===== src/rtl/alu_exec_unit.sv =====
// Execute-stage ALU with valid/ready handshake; single-cycle logic/arith/compare, serial shifts.
// Optional condition flags (zero/neg/carry/ovf) are built when ALU_EXEC_FLAGS_EN is defined.

`ifndef ALU_ADD
`define ALU_ADD  4'd0
`endif
`ifndef ALU_SUB
`define ALU_SUB  4'd1
`endif
`ifndef ALU_AND
`define ALU_AND  4'd2
`endif
`ifndef ALU_OR
`define ALU_OR   4'd3
`endif
`ifndef ALU_SLL
`define ALU_SLL  4'd4
`endif
`ifndef ALU_SRL
`define ALU_SRL  4'd5
`endif
`ifndef ALU_SRA
`define ALU_SRA  4'd6
`endif
`ifndef ALU_SLT
`define ALU_SLT  4'd7
`endif
`ifndef ALU_SLTU
`define ALU_SLTU 4'd8
`endif

module alu_exec_unit #(
  parameter int unsigned N   = 32,
  parameter int unsigned SHW = $clog2(N)
) (
  input  logic         clk,
  input  logic         rst,
  input  logic         in_valid,
  output logic         in_ready,
  input  logic [3:0]   ALUSel,
  input  logic [N-1:0] A,
  input  logic [N-1:0] B,
  output logic         out_valid,
  input  logic         out_ready,
  output logic [N-1:0] result,
`ifdef ALU_EXEC_FLAGS_EN
  output logic         zero,
  output logic         neg,
  output logic         carry,
  output logic         ovf,
`endif
  output logic         busy
);

  typedef enum logic [1:0] {StIdle, StShift, StDone} state_e;

  state_e         state_q, state_d;
  logic [3:0]     op_q, op_d;
  logic [N-1:0]   work_q, work_d;
  logic [SHW-1:0] cnt_q, cnt_d;
  logic [N-1:0]   result_q, result_d;

  logic [N:0]     add_w, sub_w;
  logic [N-1:0]   alu_res, shift1;
  logic [SHW-1:0] shamt;
  logic           is_shift;

  assign shamt    = B[SHW-1:0];
  assign is_shift = (ALUSel == `ALU_SLL) || (ALUSel == `ALU_SRL) || (ALUSel == `ALU_SRA);
  assign add_w    = {1'b0, A} + {1'b0, B};
  // A + ~B + 1: bit N is the inverted borrow.
  assign sub_w    = {1'b0, A} + {1'b0, ~B} + {{N{1'b0}}, 1'b1};

  always_comb begin
    alu_res = '0;
    case (ALUSel)
      `ALU_ADD:  alu_res = add_w[N-1:0];
      `ALU_SUB:  alu_res = sub_w[N-1:0];
      `ALU_AND:  alu_res = A & B;
      `ALU_OR:   alu_res = A | B;
      `ALU_SLT:  alu_res = {{(N-1){1'b0}}, ($signed(A) < $signed(B))};
      `ALU_SLTU: alu_res = {{(N-1){1'b0}}, (A < B)};
      `ALU_SLL,
      `ALU_SRL,
      `ALU_SRA:  alu_res = A;  // only reached with shamt == 0
      default:   alu_res = '0;
    endcase
  end

  always_comb begin
    shift1 = {work_q[N-2:0], 1'b0};
    if (op_q == `ALU_SRL) begin
      shift1 = {1'b0, work_q[N-1:1]};
    end else if (op_q == `ALU_SRA) begin
      shift1 = {work_q[N-1], work_q[N-1:1]};
    end
  end

`ifdef ALU_EXEC_FLAGS_EN
  logic zero_q, zero_d, neg_q, neg_d, carry_q, carry_d, ovf_q, ovf_d;
  logic add_ovf, sub_ovf;

  assign add_ovf = (A[N-1] == B[N-1]) && (add_w[N-1] != A[N-1]);
  assign sub_ovf = (A[N-1] != B[N-1]) && (sub_w[N-1] != A[N-1]);
`endif

  always_comb begin
    state_d  = state_q;
    op_d     = op_q;
    work_d   = work_q;
    cnt_d    = cnt_q;
    result_d = result_q;
`ifdef ALU_EXEC_FLAGS_EN
    zero_d   = zero_q;
    neg_d    = neg_q;
    carry_d  = carry_q;
    ovf_d    = ovf_q;
`endif
    unique case (state_q)
      StIdle: begin
        if (in_valid) begin
          op_d = ALUSel;
          if (is_shift && (shamt != '0)) begin
            work_d  = A;
            cnt_d   = shamt;
            state_d = StShift;
          end else begin
            result_d = alu_res;
            state_d  = StDone;
`ifdef ALU_EXEC_FLAGS_EN
            zero_d   = (alu_res == '0);
            neg_d    = alu_res[N-1];
            carry_d  = (ALUSel == `ALU_ADD) ? add_w[N] :
                       (ALUSel == `ALU_SUB) ? sub_w[N] : 1'b0;
            ovf_d    = (ALUSel == `ALU_ADD) ? add_ovf :
                       (ALUSel == `ALU_SUB) ? sub_ovf : 1'b0;
`endif
          end
        end
      end
      StShift: begin
        work_d = shift1;
        cnt_d  = cnt_q - 1'b1;
        if (cnt_q == SHW'(1)) begin
          result_d = shift1;
          state_d  = StDone;
`ifdef ALU_EXEC_FLAGS_EN
          zero_d   = (shift1 == '0);
          neg_d    = shift1[N-1];
          carry_d  = 1'b0;
          ovf_d    = 1'b0;
`endif
        end
      end
      StDone: begin
        if (out_ready) begin
          state_d = StIdle;
        end
      end
      default: state_d = StIdle;
    endcase
  end

  always_ff @(posedge clk) begin
    if (rst) begin
      state_q  <= StIdle;
      op_q     <= '0;
      work_q   <= '0;
      cnt_q    <= '0;
      result_q <= '0;
`ifdef ALU_EXEC_FLAGS_EN
      zero_q   <= 1'b0;
      neg_q    <= 1'b0;
      carry_q  <= 1'b0;
      ovf_q    <= 1'b0;
`endif
    end else begin
      state_q  <= state_d;
      op_q     <= op_d;
      work_q   <= work_d;
      cnt_q    <= cnt_d;
      result_q <= result_d;
`ifdef ALU_EXEC_FLAGS_EN
      zero_q   <= zero_d;
      neg_q    <= neg_d;
      carry_q  <= carry_d;
      ovf_q    <= ovf_d;
`endif
    end
  end

  assign in_ready  = (state_q == StIdle);
  assign out_valid = (state_q == StDone);
  assign busy      = (state_q != StIdle);
  assign result    = result_q;
`ifdef ALU_EXEC_FLAGS_EN
  assign zero      = zero_q;
  assign neg       = neg_q;
  assign carry     = carry_q;
  assign ovf       = ovf_q;
`endif

endmodule


===== config.mk =====
export PLATFORM = sky130hd
export DESIGN_NAME = alu_exec_unit
export DESIGN_NICKNAME = d
export VERILOG_FILES = /design/src/rtl/alu_exec_unit.sv
export SDC_FILE = /design/constraint.sdc
export NUM_CORES = 1
export LEC_CHECK = 0
export ABC_AREA = 1
export CELL_PAD_IN_SITES_DETAIL_PLACEMENT = 2
export CELL_PAD_IN_SITES_GLOBAL_PLACEMENT = 2
export CORE_MARGIN = 3
export CORE_UTILIZATION = 31
export CTS_BUF_LIST = sky130_fd_sc_hd__clkbuf_8
export CTS_CLUSTER_SIZE = 40
export DETAILED_ROUTE_END_ITERATION = 10
export PLACE_DENSITY = 0.87
export SLEW_MARGIN = 5
export SYNTH_ARGS = -nofsm -noshare
export SYNTH_HDL_FRONTEND = slang
export SYNTH_SLANG_ARGS = --single-unit

===== constraint.sdc =====
create_clock -name clk -period 2.7 [get_ports clk]
set_clock_uncertainty 0.05 [all_clocks]
set_input_delay 0.81 -clock clk [delete_from_list [all_inputs] [get_ports clk]]
set_output_delay 0.81 -clock clk [all_outputs]
set_load 0.02 [all_outputs]

==> metrics.txt, run 1 <==
Row Count=65; Seq/Total Area, Yosys=0.147; setup bufs post-CTS=25; Synth top area share=0.163; Fail Step=clock tree synthesis (4_1_cts); post-synthesis cell count=approximately 1800; # H-tree levels=3; Most used DFF post-synth=dfxtp_1; Syn Nets=around 1900; Yosys top cell by area=nand2_1; IO buf count=~110; first error=[ERROR DPL-0033] detailed placement checks failed during check placement.; CTS max path bufs=2; Post-CTS Resized=450; num ports=between 100 and 150; gpl congestion=about 0.96; EDFF count, synth=0; Post-Syn Area=about 10000 um^2; number of synthesized register bits=75; top post-synthesis cells by area=nand2_1, dfxtp_1, ha_1; library cells used by synthesis=48; ys async rst share=0; Chip Width=about 190 um; DP HPWL=53800 um; clk sinks=75; CTS root buf=clkbuf_8; yosys warns=0; status=aborted with a tool error; Initial Util=0.319; DIE HEIGHT=roughly 190 um; cts hold-fix bufs=0; Avg Synthesized Cell Area=slightly below 6 um^2; cts bufs inserted=9
## metrics by stage
step | utilization | setup TNS [ps] | worst slack, ps | instances | area, um^2
2_1_floorplan | - | 0 | 211 | 1754 | 10200
3_3_place_gp | 0.439 | -19850 | -790 | 2562 | 14000
3_5_place_dp | 0.439 | -33410 | -1030 | 2562 | 14000
## cell usage after synthesis (all sizes together), types with 3 or more instances
| master | count |
|---|---|
| o21bai | 8 |
| ha | 115 |
| nor3 | 34 |
| nand3 | 141 |
| inv | 319 |
| clkbuf | 21 |
| a221oi | 8 |
| o21ai | 118 |
| nor2 | 178 |
| o221a | 19 |
| dfxtp | 75 |
| o22ai | 34 |
| buf | 44 |
| a21oi | 124 |
| and3 | 6 |
| nand2 | 457 |
| a31oi | 13 |
| and2 | 3 |
| o211ai | 4 |
| nor4 | 4 |
| nand4 | 14 |
## kinds of logic after synthesis
logic type,after synthesis,share of synthesized area
buf+inv,386,0.155
compound gates,337,0.200
flops,75,0.147
fa+ha+maj,117,0.145
simple gates,839,0.352
==> inputs of run 2 (changes only) <==
==> config.mk (replaced) <==
export PLATFORM = sky130hd
export DESIGN_NAME = alu_exec_unit
export DESIGN_NICKNAME = d
export VERILOG_FILES = /design/src/rtl/alu_exec_unit.sv
export SDC_FILE = /design/constraint.sdc
export NUM_CORES = 1
export LEC_CHECK = 0
export ABC_AREA = 1
export CORE_MARGIN = 3
export CORE_UTILIZATION = 25
export DETAILED_ROUTE_END_ITERATION = 10
export PLACE_DENSITY_LB_ADDON = 0.15
export SLEW_MARGIN = 5
export SYNTH_ARGS = -nofsm -noshare
export SYNTH_HDL_FRONTEND = slang
export SYNTH_SLANG_ARGS = --single-unit
==> metrics.txt, run 2 <==
Crit-path slowest cell=ha_4; Max Cap Viol=0; pre-CTS setup slack=-1020 ps (+14.6 ps); CTS root buf=clkbuf_16; maximum clock rate=roughly 390 MHz; drt drc=0; Worst Max-Slew Pin Slew=a little under 500 ps; Vias=12700; number of synthesized register bits=75 (unchanged); DP HPWL=38100 um (-29%); commonest non-fill, non-tap cell in the layout=nand2_1; fin area=between 15000 and 20000 um^2; Total Power=~5700 uW; vias in the first global route=roughly 13000; layout net count=2345; final worst setup slack=about 130 ps; initial drt markers=between 700 and 800; Final Routed Wirelength=~46000 um; first-pass GRT wire length=between 70000 and 80000 um; Initial Util=0.255 (-0.0642); status=completed; # H-tree levels=3 (unchanged); Avg Synthesized Cell Area=5.81 um^2 (unchanged); Max VDD drop=~0.22 mV; CP Cell Sequence=dlygate4sd2_1 -> inv_1 -> ha_4 -> nor2_1 -> buf_4 -> nand3_1 -> nand3_4 -> nand2_2 -> nand2_2 -> buf_4 -> a21oi_1 -> o21ai_0 -> nand3_1 -> nand2_1 -> a31oi_1; cell family with most CP delay=simple AND/OR/NAND/NOR gates; Syn Nets=1943 (unchanged); CTS tree=yes; DIE HEIGHT=208 um (+11%); CORE AREA=around 40000 um^2; Slowest Stage Delay on Critical Path=~280 ps; Tmin final=~2600 ps; library cells used by synthesis=48 (unchanged); Final Max Slew Viols=0; pwr dens=around 360 nW/um^2; Seq/Total Area, Yosys=0.147 (unchanged); arrival time worst endpoint=approximately 2800 ps; top post-synthesis cells by area=nand2_1, dfxtp_1, ha_1; GRT Util Overall=0.209; cts bufs inserted=9 (unchanged); Post-DP Area=14100 um^2 (+0.80%); Row Count=73 (+12%); clk sinks=75 (unchanged); Vias/cell=around 4.7; initial antenna violation count=2; Leak=around 0.0083 uW; EDFF count, synth=0 (unchanged); drt pass-1 iters=5; commonest non-fill, non-tap cells in the layout=nand2_1, buf_4, inv_1; die area=approximately 43000 um^2; Synth top area share=0.163 (unchanged); slew margin rel.=0.673; CTS max path bufs=2 (unchanged); Setup-failing EPs final=0; largest net degree at the start of global routing=43; period utilisation layout=0.952; Critical Path RT=2920 ps; Crit Path Category=in -> reg; Synth top cells by count=nand2_1, inv_1, nor2_1; yosys warns=0 (unchanged); Final Hold Viols=0; Startpoint Class=primary input; Chip Width=208 um (+11%); CP bufs+invs=4; worst min-delay path class=reg -> reg; CP endpoint kind=flip-flop; top-count cell post-synth=nand2_1; grt total ovfl=0; IO buf count=106 (unchanged); CP Max Fanout=4; share of cells above drive strength 1=0.360; area delta synth->final=57.4%; wire per inst=between 15 and 20 um; gpl congestion=0.927 (-3.8%); Most used DFF post-synth=dfxtp_1; post-synthesis cell count=1754 (unchanged); ys async rst share=0 (unchanged); DRT antenna net count=0; Post-Syn Area=10200 um^2 (unchanged); hold_ws=a little over 400 ps; Clock Pin Slew Worst Setup and Hold Paths=60 ps; Yosys top cell by area=nand2_1; num ports=107 (unchanged); worst skew pair latency=between 300 and 400 ps
[run 2: cell counts after synthesis]
No cell type changed its count.
[run 2: cell families after synthesis]
logic type / synth area share
compound gates: 0.200
buf+inv: 0.155
simple gates: 0.352
fa+ha+maj: 0.145
flops: 0.147
[run 2: cell type report]
cell class	instances	area, um^2
Clock inverter	6	40.0
Fill cell	4315	24000
Sequential cell	75	1500
Antenna cell	1	2.50
Timing Repair Buffer	456	3880
Inverter	321	1210
Tap cell	525	657
Clock buffer	10	239
Multi-Input combinational cell	1293	8520
[run 2: per-stage QoR]
step           setup TNS [ps]   util  std cells
2_1_floorplan               0      -       1754
6_report                    0  0.401       2687
3_3_place_gp           -20580  0.353       2652
4_1_cts                 -10.6  0.387       2680
5_1_grt                 -2.10  0.401       2686
3_5_place_dp           -20640  0.353       2652
[run 2: final timing paths]
check | startpoint | end | slack (ps) | cells past startpoint
worst min-delay path | op_q[2]$_SDFFE_PP0P_ | op_q[2]$_SDFFE_PP0P_ | 400 | 2
worst min register to register | op_q[2]$_SDFFE_PP0P_ | op_q[2]$_SDFFE_PP0P_ | 400 | 2
worst max register to register | state_q[0]$_SDFFE_PP0P_ | result[25]$_SDFFE_PP0P_ | 560 | 7
worst max-delay path | A[3] | result[9]$_SDFFE_PP0P_ | 130 | 15
[run 2: what timing repair did]
| action | CTS | global route |
|---|---|---|
| setup endpoints to repair | 30 | 29 |
| hold buffers | 0 | 0 |
| gates resized for setup | 298 | 197 |
| pin swaps | 65 | 77 |
| setup buffers | 12 | 6 |
[run 2: layer usage]
layer / wire (um) / global-route usage / share of wire / vias up
met4: 811 / 0.0423 / 0.017 / 0
met1: 22600 / 0.302 / 0.49 / 5934
met3: 2140 / 0.0143 / 0.046 / 45
met5: 0 / 0 / 0 / -
li1: - / - / - / 6444
met2: 20900 / 0.343 / 0.45 / 311
[run 2: power by group]
part / total, uW / leakage (uW) / internal [uW] / switching (uW)
logic: 3230 / 0.00752 / 1370 / 1850
registers: 1370 / 0.000616 / 1260 / 112
clock network: 1150 / 0.000139 / 647 / 502
total: 5750 / 0.00828 / 3280 / 2470
[run 2: worst reg2reg max path, cell delays in order, from the launching register on]
cell and delay [ps]:
dfxtp_1 410, inv_1 90, nor2_4 280, inv_2 240
buf_4 270, nor3_1 430, nor2_1 140, a21oi_1 170
No activity file was read; power rests on OpenSTA's default activity.
